**config.mk**
```make
export PLATFORM = sky130hd
export DESIGN_NAME = bin_to_bcd_seq
export DESIGN_NICKNAME = d
export VERILOG_FILES = /design/src/rtl/bin_to_bcd_seq.sv
export SDC_FILE = /design/constraint.sdc
export NUM_CORES = 1
export LEC_CHECK = 0
export BUFFER_PORTS_ARGS = -buffer_cell sky130_fd_sc_hd__clkbuf_2
export CAP_MARGIN = 5
export CORE_ASPECT_RATIO = 0.9
export CORE_MARGIN = 5
export CORE_UTILIZATION = 42
export CTS_CLUSTER_SIZE = 8
export DETAILED_ROUTE_END_ITERATION = 16
export HOLD_SLACK_MARGIN = 0.05
export SLEW_MARGIN = 40
export SYNTH_ARGS = -nofsm -noshare
export SYNTH_HDL_FRONTEND = slang
export SYNTH_SLANG_ARGS = --single-unit
```
**constraint.sdc**
```tcl
create_clock -name clk -period 1.5 [get_ports clk]
set_input_delay 0.3 -clock clk [delete_from_list [all_inputs] [get_ports clk]]
set_output_delay 0.3 -clock clk [all_outputs]
set_load 0.02 [all_outputs]
```
**src/rtl/bin_to_bcd_seq.sv**
```systemverilog
// Iterative double-dabble binary-to-BCD converter for the display path.
// Performs one shift-add-3 step per clock, with a start/busy/done handshake and
// a sticky overflow flag. Optional macro BCD_SIGNED_EN treats value as two's
// complement: the magnitude is converted and neg reports the sign.
module bin_to_bcd_seq #(
    parameter int unsigned WIDTH  = 32,
    parameter int unsigned DIGITS = 10
) (
    input  logic                  clk,
    input  logic                  rst_n,
    input  logic                  start,
    input  logic [WIDTH-1:0]      value,
    output logic                  busy,
    output logic                  done,
    output logic [4*DIGITS-1:0]   bcd,
    output logic                  ovf,
    output logic                  neg
);

    localparam int unsigned CntW = $clog2(WIDTH + 1);

    typedef enum logic [0:0] {StIdle, StShift} state_e;

    state_e                state_q, state_d;
    logic [WIDTH-1:0]      bin_q;
    logic [4*DIGITS-1:0]   scratch_q;
    logic [CntW-1:0]       cnt_q;
    logic                  ovf_acc_q;

    logic [4*DIGITS-1:0]   adj;
    logic [4*DIGITS-1:0]   scratch_shifted;
    logic                  ovf_hit;
    logic                  accept;
    logic                  last;
    logic [WIDTH-1:0]      load_val;

    assign accept = start && (state_q == StIdle);
    assign last   = (state_q == StShift) && (cnt_q == CntW'(1));

`ifdef BCD_SIGNED_EN
    logic load_neg;
    logic neg_pend_q;

    // Load the magnitude; -2^(WIDTH-1) negates to itself, which is correct unsigned.
    always_comb begin
        load_neg = value[WIDTH-1];
        load_val = load_neg ? ((~value) + {{(WIDTH-1){1'b0}}, 1'b1}) : value;
    end

    // Sign is captured on accept and published together with bcd on done.
    always_ff @(posedge clk or negedge rst_n) begin
        if (!rst_n) begin
            neg_pend_q <= 1'b0;
            neg        <= 1'b0;
        end else if (accept) begin
            neg_pend_q <= load_neg;
        end else if (last) begin
            neg        <= neg_pend_q;
        end
    end
`else
    assign load_val = value;
    assign neg      = 1'b0;
`endif

    // Add 3 to every digit >= 5, then shift the next binary bit in at the bottom.
    always_comb begin
        adj = scratch_q;
        for (int i = 0; i < int'(DIGITS); i++) begin
            if (scratch_q[4*i +: 4] >= 4'd5) begin
                adj[4*i +: 4] = scratch_q[4*i +: 4] + 4'd3;
            end
        end
        scratch_shifted = {adj[4*DIGITS-2:0], bin_q[WIDTH-1]};
        // Adjusted top digit >= 8 means a carry leaves the top digit on this shift.
        ovf_hit = adj[4*DIGITS-1];
    end

    // FSM state register.
    always_ff @(posedge clk or negedge rst_n) begin
        if (!rst_n) begin
            state_q <= StIdle;
        end else begin
            state_q <= state_d;
        end
    end

    // FSM next-state: run for exactly WIDTH shift cycles after accept.
    always_comb begin
        state_d = state_q;
        unique case (state_q)
            StIdle:  if (start) state_d = StShift;
            StShift: if (cnt_q == CntW'(1)) state_d = StIdle;
            default: state_d = StIdle;
        endcase
    end

    // FSM outputs.
    always_comb begin
        busy = (state_q == StShift);
    end

    // Shift datapath, bit counter and result registers.
    always_ff @(posedge clk or negedge rst_n) begin
        if (!rst_n) begin
            bin_q     <= '0;
            scratch_q <= '0;
            cnt_q     <= '0;
            ovf_acc_q <= 1'b0;
            bcd       <= '0;
            ovf       <= 1'b0;
            done      <= 1'b0;
        end else begin
            done <= 1'b0;
            if (accept) begin
                bin_q     <= load_val;
                scratch_q <= '0;
                cnt_q     <= CntW'(WIDTH);
                ovf_acc_q <= 1'b0;
            end else if (state_q == StShift) begin
                bin_q     <= bin_q << 1;
                scratch_q <= scratch_shifted;
                cnt_q     <= cnt_q - 1'b1;
                ovf_acc_q <= ovf_acc_q | ovf_hit;
                if (last) begin
                    bcd  <= scratch_shifted;
                    ovf  <= ovf_acc_q | ovf_hit;
                    done <= 1'b1;
                end
            end
        end
    end

endmodule

```
==> results of run 1 <==
[critical path, cell delays in order (launching register included)]
cell       delay, ps
dfrtp_1          380
inv_2             80
ha_4             110
and4bb_1         240
nand2_4           90
inv_8            110
clkbuf_16        150
mux2_4           290
[stage by stage]
step | utilization, % | TNS (ps) | total power [W] | setup WS [ps]
5_1_grt | 58.2 | -2890 | 0.0194 | -131
3_5_place_dp | 49.9 | -1470 | 0.0124 | -75.4
6_report | 58.2 | -1200 | 0.0181 | -71.0
3_3_place_gp | 49.9 | -534 | 0.0121 | -34.1
2_1_floorplan | - | -987 | 0.00996 | -63.1
4_1_cts | 55.7 | -1050 | 0.0172 | -64.5
[how the worst max path moves through the flow]
| stage | end | depth (start not counted) | slack (ps) |
|---|---|---|---|
| final | bcd[34] | 7 | -70 |
| after global routing | bcd[29] | 7 | -130 |
| after CTS | bcd[33] | 7 | -60 |
| after detailed placement | bcd[30] | 6 | -80 |
| after global placement | bcd[30] | 7 | -30 |
| after floorplan | bcd[25] | 7 | -60 |
[cell families (layout without fill, tap and decap cells)]
group	Yosys count	after routing	share of synthesized area [%]
flip-flops	122	122	52.8
multiplexers	65	65	12.8
adder cells (fa/ha/maj)	22	22	4.76
XOR/XNOR	12	12	1.82
AND/OR/NAND/NOR	136	136	10.9
buffers and inverters	51	196	3.90
AO/OA/AOI/OAI	131	131	12.9
other	1	1	0.0649
[cell usage in the layout, fill, tap and decap left out, types with 15 or more instances in the layout]
cell and count:
dfrtp_1 121, nand2_1 89, o21ai_0 76, clkbuf_2 75, buf_4 51, mux2i_1 38, mux2_4 22, a22o_1 21
clkbuf_16 19, inv_2 15
[timing repair]
| item | CTS | global route |
|---|---|---|
| endpoints found under the hold margin | 21 | 0 |
| cloned | 1 | 2 |
| gates resized for setup | 26 | 57 |
| endpoints found under the setup margin | 42 | 58 |
| hold buffers | 1 | 0 |
| buffers inserted | 2 | 10 |
| pin swaps | 3 | 17 |
[registers in the layout, summed over array words and instances (netlist names)]
| name | flops |
|---|---|
| ovf | 1 |
| ovf_acc_q | 1 |
| cnt_q | 6 |
| done | 1 |
| scratch_q | 40 |
| busy | 1 |
| bin_q | 32 |
| bcd | 40 |
[routing by layer]
metal | share of wire (%) | track usage, % | wire length [µm]
met3 | 3.9 | 4.85 | 534
met1 | 46 | 21.9 | 6190
met5 | 0 | 0 | 0
met4 | 1.9 | 7.13 | 257
met2 | 48 | 27.8 | 6550
[power groups by stage]
stage	Sequential, W	Combinational (W)	Clock [W]
after CTS	0.00578	0.00703	0.00437
after global placement	0.00568	0.00641	0
after detailed placement	0.00575	0.00668	0
final	0.00587	0.00794	0.00429
after floorplan	0.00607	0.00390	0
after global routing	0.00606	0.00877	0.00454
[area by class of cell]
type / count / share of cell area [%]
sequential: 122 / 39.1
multi-input combinational: 367 / 35.7
inverter: 24 / 1.25
timing repair buffer: 140 / 13.3
clock buffer: 20 / 5.72
clock inverter: 12 / 2.21
tap: 168 / 2.69
==> flow_metrics.tcl, run 1 <==
set metrics [dict create \
    dieArea_um2 16200 \
    internal_power_w 0.0115 \
    drt_iter0_drc 226 \
    io_pins 79 \
    chipWidth_um 134 \
    clkTransAtPathRegs_ps 50 \
    first_global_vias 4565 \
    place_inst 805 \
    yosysTopAreaCellShare_pct 52.8 \
    clock_latency_ps 410 \
    rsz0062_at_grt "true" \
    ys_ff_latch 122 \
    fin_nets 729 \
    synth_commonest_cells "dfrtp_1 (122), nand2_1 (89), o21ai_0 (82)" \
    drive_above_1_share_pct 36.6 \
    holdWs_ps 153 \
    yosysWarnings 0 \
    p_leak_nw 3.81 \
    violations "setup timing" \
    slew_viol_final 0 \
    yosysSeqAreaShare_pct 52.8 \
    hold_path.class "input pin to register" \
    first_pass_iters 4 \
    design_area_um2 7810 \
    yosysUniqueCellTypes 31 \
    finalCritPeriodShare_pct 105 \
    syn_inst 540 \
    area_growth_syn_to_layout_pct 35.1 \
    arrival_ps 1870 \
    ir_drop_v 0.000995 \
    drt-vias-per-instance 5.15 \
    dpl-instance-area_um2 6690 \
    cts_tree "built" \
    worstRegToRegCells 7 \
    clockPowerShare_pct 23.7 \
    holdPathEnd "bin_q[0]" \
    antenna_found_initial 0 \
    grt_max_degree 44 \
    io_buffers 77 \
    grt-ovfl-total 0 \
    path_class "register to register" \
    r2r-start "cnt_q[1]" \
    num_rows 40 \
    postSynthAreaPerCell_um2 10.7 \
    wl_mm 13.5 \
    finalCriticalPeriod_ps 1570 \
    cap_violations 0 \
    detail_route.wl_per_cell_um 15.9 \
    skew_ps 7.27 \
    status "complete, but fails checks" \
    ff_latch_area_um2 3050 \
    globalplace.congestion 0.776 \
    yosys-top-cells-area "dfrtp_1 (53%), mux2i_1 (7.4%), o21ai_0 (7.1%)" \
    root_buffer "clkbuf_16" \
    dieHeight_um 121 \
    synth_nets 597 \
    ant_nets 0 \
    synth_edf_count 0 \
    fin_cells 853 \
    crit_path_start "cnt_q[1]" \
    holdPathStages 3 \
    setup_viol_count_final 23 \
    r2r_setup_slack_ps -70 \
    finalHoldViolations 0 \
    cp_max_fo 5 \
    cts_max_path_buffers 2 \
    p_per_area_nw_per_um2 2320 \
    swShare_pct 36.3 \
    hold_start "value[0]" \
    dp_hpwl_mm 8.71 \
    start_util_pct 43.1 \
    synth.most_common_cell "dfrtp_1" \
    drc_errors 0 \
    n_antenna_cell 0 \
    start_kind "register" \
    endpoint_kind "register" \
    power_frac_comb_pct 43.9 \
    cts.sinks 122 \
    pwr-share-seq_pct 32.4 \
    synth_ff_type "dfrtp_1" \
    core_area_um2 13400 \
    synth_area_leader_cell "dfrtp_1" \
    vias 4396 \
    required_ps 1800 \
    worst_slack_ps -71.0 \
    fillCellCount 1128 \
    grt_usage_pct 17.2 \
    numCtsBuffers 17 \
    syn_area_um2 5780 \
    p_switching_w 0.00657 \
    grt_pass1_wl_mm 22.2 \
    multiInputGateArea_um2 2790 \
    fmaxAchievable_ghz 0.637 \
    synthArstFlopShare_pct 100 \
    regToRegEndpoint "bcd[34]" \
    htreeDepth 4 \
]
No activity file was read; power rests on OpenSTA's default activity.
==> inputs of run 2 (changes only) <==
Settings changed: CORE_MARGIN 5 to not set, CORE_UTILIZATION 42 to 45, PLACE_DENSITY set to 0.67.
==> flow_metrics.tcl, run 2 (synthesis results as in run 1) <==
set metrics [dict create \
    fmaxAchievable_ghz 0.634 \
    grt_usage_pct 20.1 \
    setup_viol_count_final 23 \
    crit_family "flip-flops" \
    finalCritPeriodShare_pct 105 \
    chipWidth_um 121 \
    cts.sinks 122 \
    worst_slack_ps -77.4 \
    dieHeight_um 110 \
    globalplace.congestion 0.794 \
    required_ps 1800 \
    cts_tree "built" \
    clkTransAtPathRegs_ps 50 \
    slowest_delay_ps 380 \
    rsz0062_at_grt "true" \
    n_antenna_cell 0 \
    antenna_found_initial 0 \
    dp_slack_ps -112 \
    grt_max_degree 40 \
    arrival_ps 1870 \
    drive_above_1_share_pct 34.5 \
    layout_common_cells "dfrtp_1 (121), nand2_1 (89), o21ai_0 (77), clkbuf_2 (75), buf_4 (46)" \
    status "complete, but fails checks" \
    worst-path-buf-inv 3 \
    core_area_um2 12300 \
    drt-vias-per-instance 5.18 \
    violations "setup timing" \
    skew_ps 6.36 \
    io_pins 79 \
    ir_drop_v 0.000986 \
    tns_ps -1220 \
    p_leak_nw 3.74 \
    vias 4324 \
    fin_nets 723 \
    dpl-instance-area_um2 6660 \
    grt-ovfl-total 0 \
    slew_viol_final 0 \
    num_rows 38 \
    final_common_cell "dfrtp_1" \
    path_class "register to register" \
    area_growth_syn_to_layout_pct 32.4 \
    slowest_stage "dfrtp_1" \
    wl_mm 12.9 \
    cap_violations 0 \
    grt_pass1_wl_mm 20.5 \
    detail_route.wl_per_cell_um 15.5 \
    start_kind "register" \
    finalHoldViolations 0 \
    hold_path.class "input pin to register" \
    root_buffer "clkbuf_16" \
    top_regs "bcd (40), scratch_q (40), bin_q (32)" \
    first_global_vias 4329 \
    endpoint_kind "register" \
    io_buffers 77 \
    drt_iter0_drc 227 \
    start_util_pct 47.1 \
    drc_errors 0 \
    place_inst 791 \
    p_per_area_nw_per_um2 2260 \
    clock_latency_ps 410 \
    crit_chain "inv_2 -> ha_4 -> and4bb_1 -> nand2_4 -> inv_8 -> clkbuf_16 -> mux2_4" \
    ant_nets 0 \
    r2r_setup_slack_ps -80 \
    dp_hpwl_mm 8.20 \
    first_pass_iters 4 \
    cp_max_fo 5 \
    fin_cells 835 \
    cts_max_path_buffers 2 \
    htreeDepth 4 \
    numCtsBuffers 17 \
    dieArea_um2 13300 \
    design_area_um2 7650 \
    finalCriticalPeriod_ps 1580 \
]
## run 2: power breakdown
part | internal [W] | leakage [nW] | switching, W
registers | 0.00468 | 1.56 | 0.00118
clock network | 0.00228 | 0.261 | 0.00134
logic | 0.00394 | 1.92 | 0.00388
## run 2: path summary, 6_finish.rpt
kind,startpoint,end,depth (start not counted)
min in group asynchronous,rst_n,bcd[18],2
worst min-delay path,value[0],bin_q[0],3
worst min register to register,bcd[13],bcd[13],2
worst max register to register,cnt_q[1],bcd[25],7
max in group asynchronous,rst_n,bin_q[29],3
worst max-delay path,cnt_q[1],bcd[25],7
## run 2: worst register-to-register path: stages (launching register included)
cell       delay, ps
dfrtp_1          380
inv_2             80
ha_4             110
and4bb_1         240
nand2_4           90
inv_8            110
clkbuf_16        160
mux2_4           300
## run 2: per-layer routing
metal  GRT usage [%]  vias up  routed length (µm)
li1                -     2112                   -
met1            24.6     2117                5720
met2            34.0       83                6510
met3            6.12       12                 583
met4            6.53        0                 132
met5               0        -                   0
## run 2: cell type report
type,instances,area [µm²]
multi-input combinational,367,2780
clock inverter,3,15.0
clock buffer,25,505
inverter,24,97.6
tap,160,200
fill,961,4620
sequential,122,3050
timing repair buffer,134,993
## run 2: metrics by stage
stage	hold WS, ps	utilization (%)	power [W]
6_report	135	62.4	0.0173
5_1_grt	136	62.4	0.0185
4_1_cts	117	59.4	0.0162
3_5_place_dp	297	54.3	0.0122
3_3_place_gp	298	54.3	0.0119
2_1_floorplan	4.41	-	0.00996
## run 2: timing repair
item                                   CTS  global route
buffers inserted                         3             9
setup endpoints to repair               38            64
gates cloned                             1             2
endpoints found under the hold margin   27             0
pin swaps                                3            18
gates resized for setup                 11            61
hold buffers                             1             0
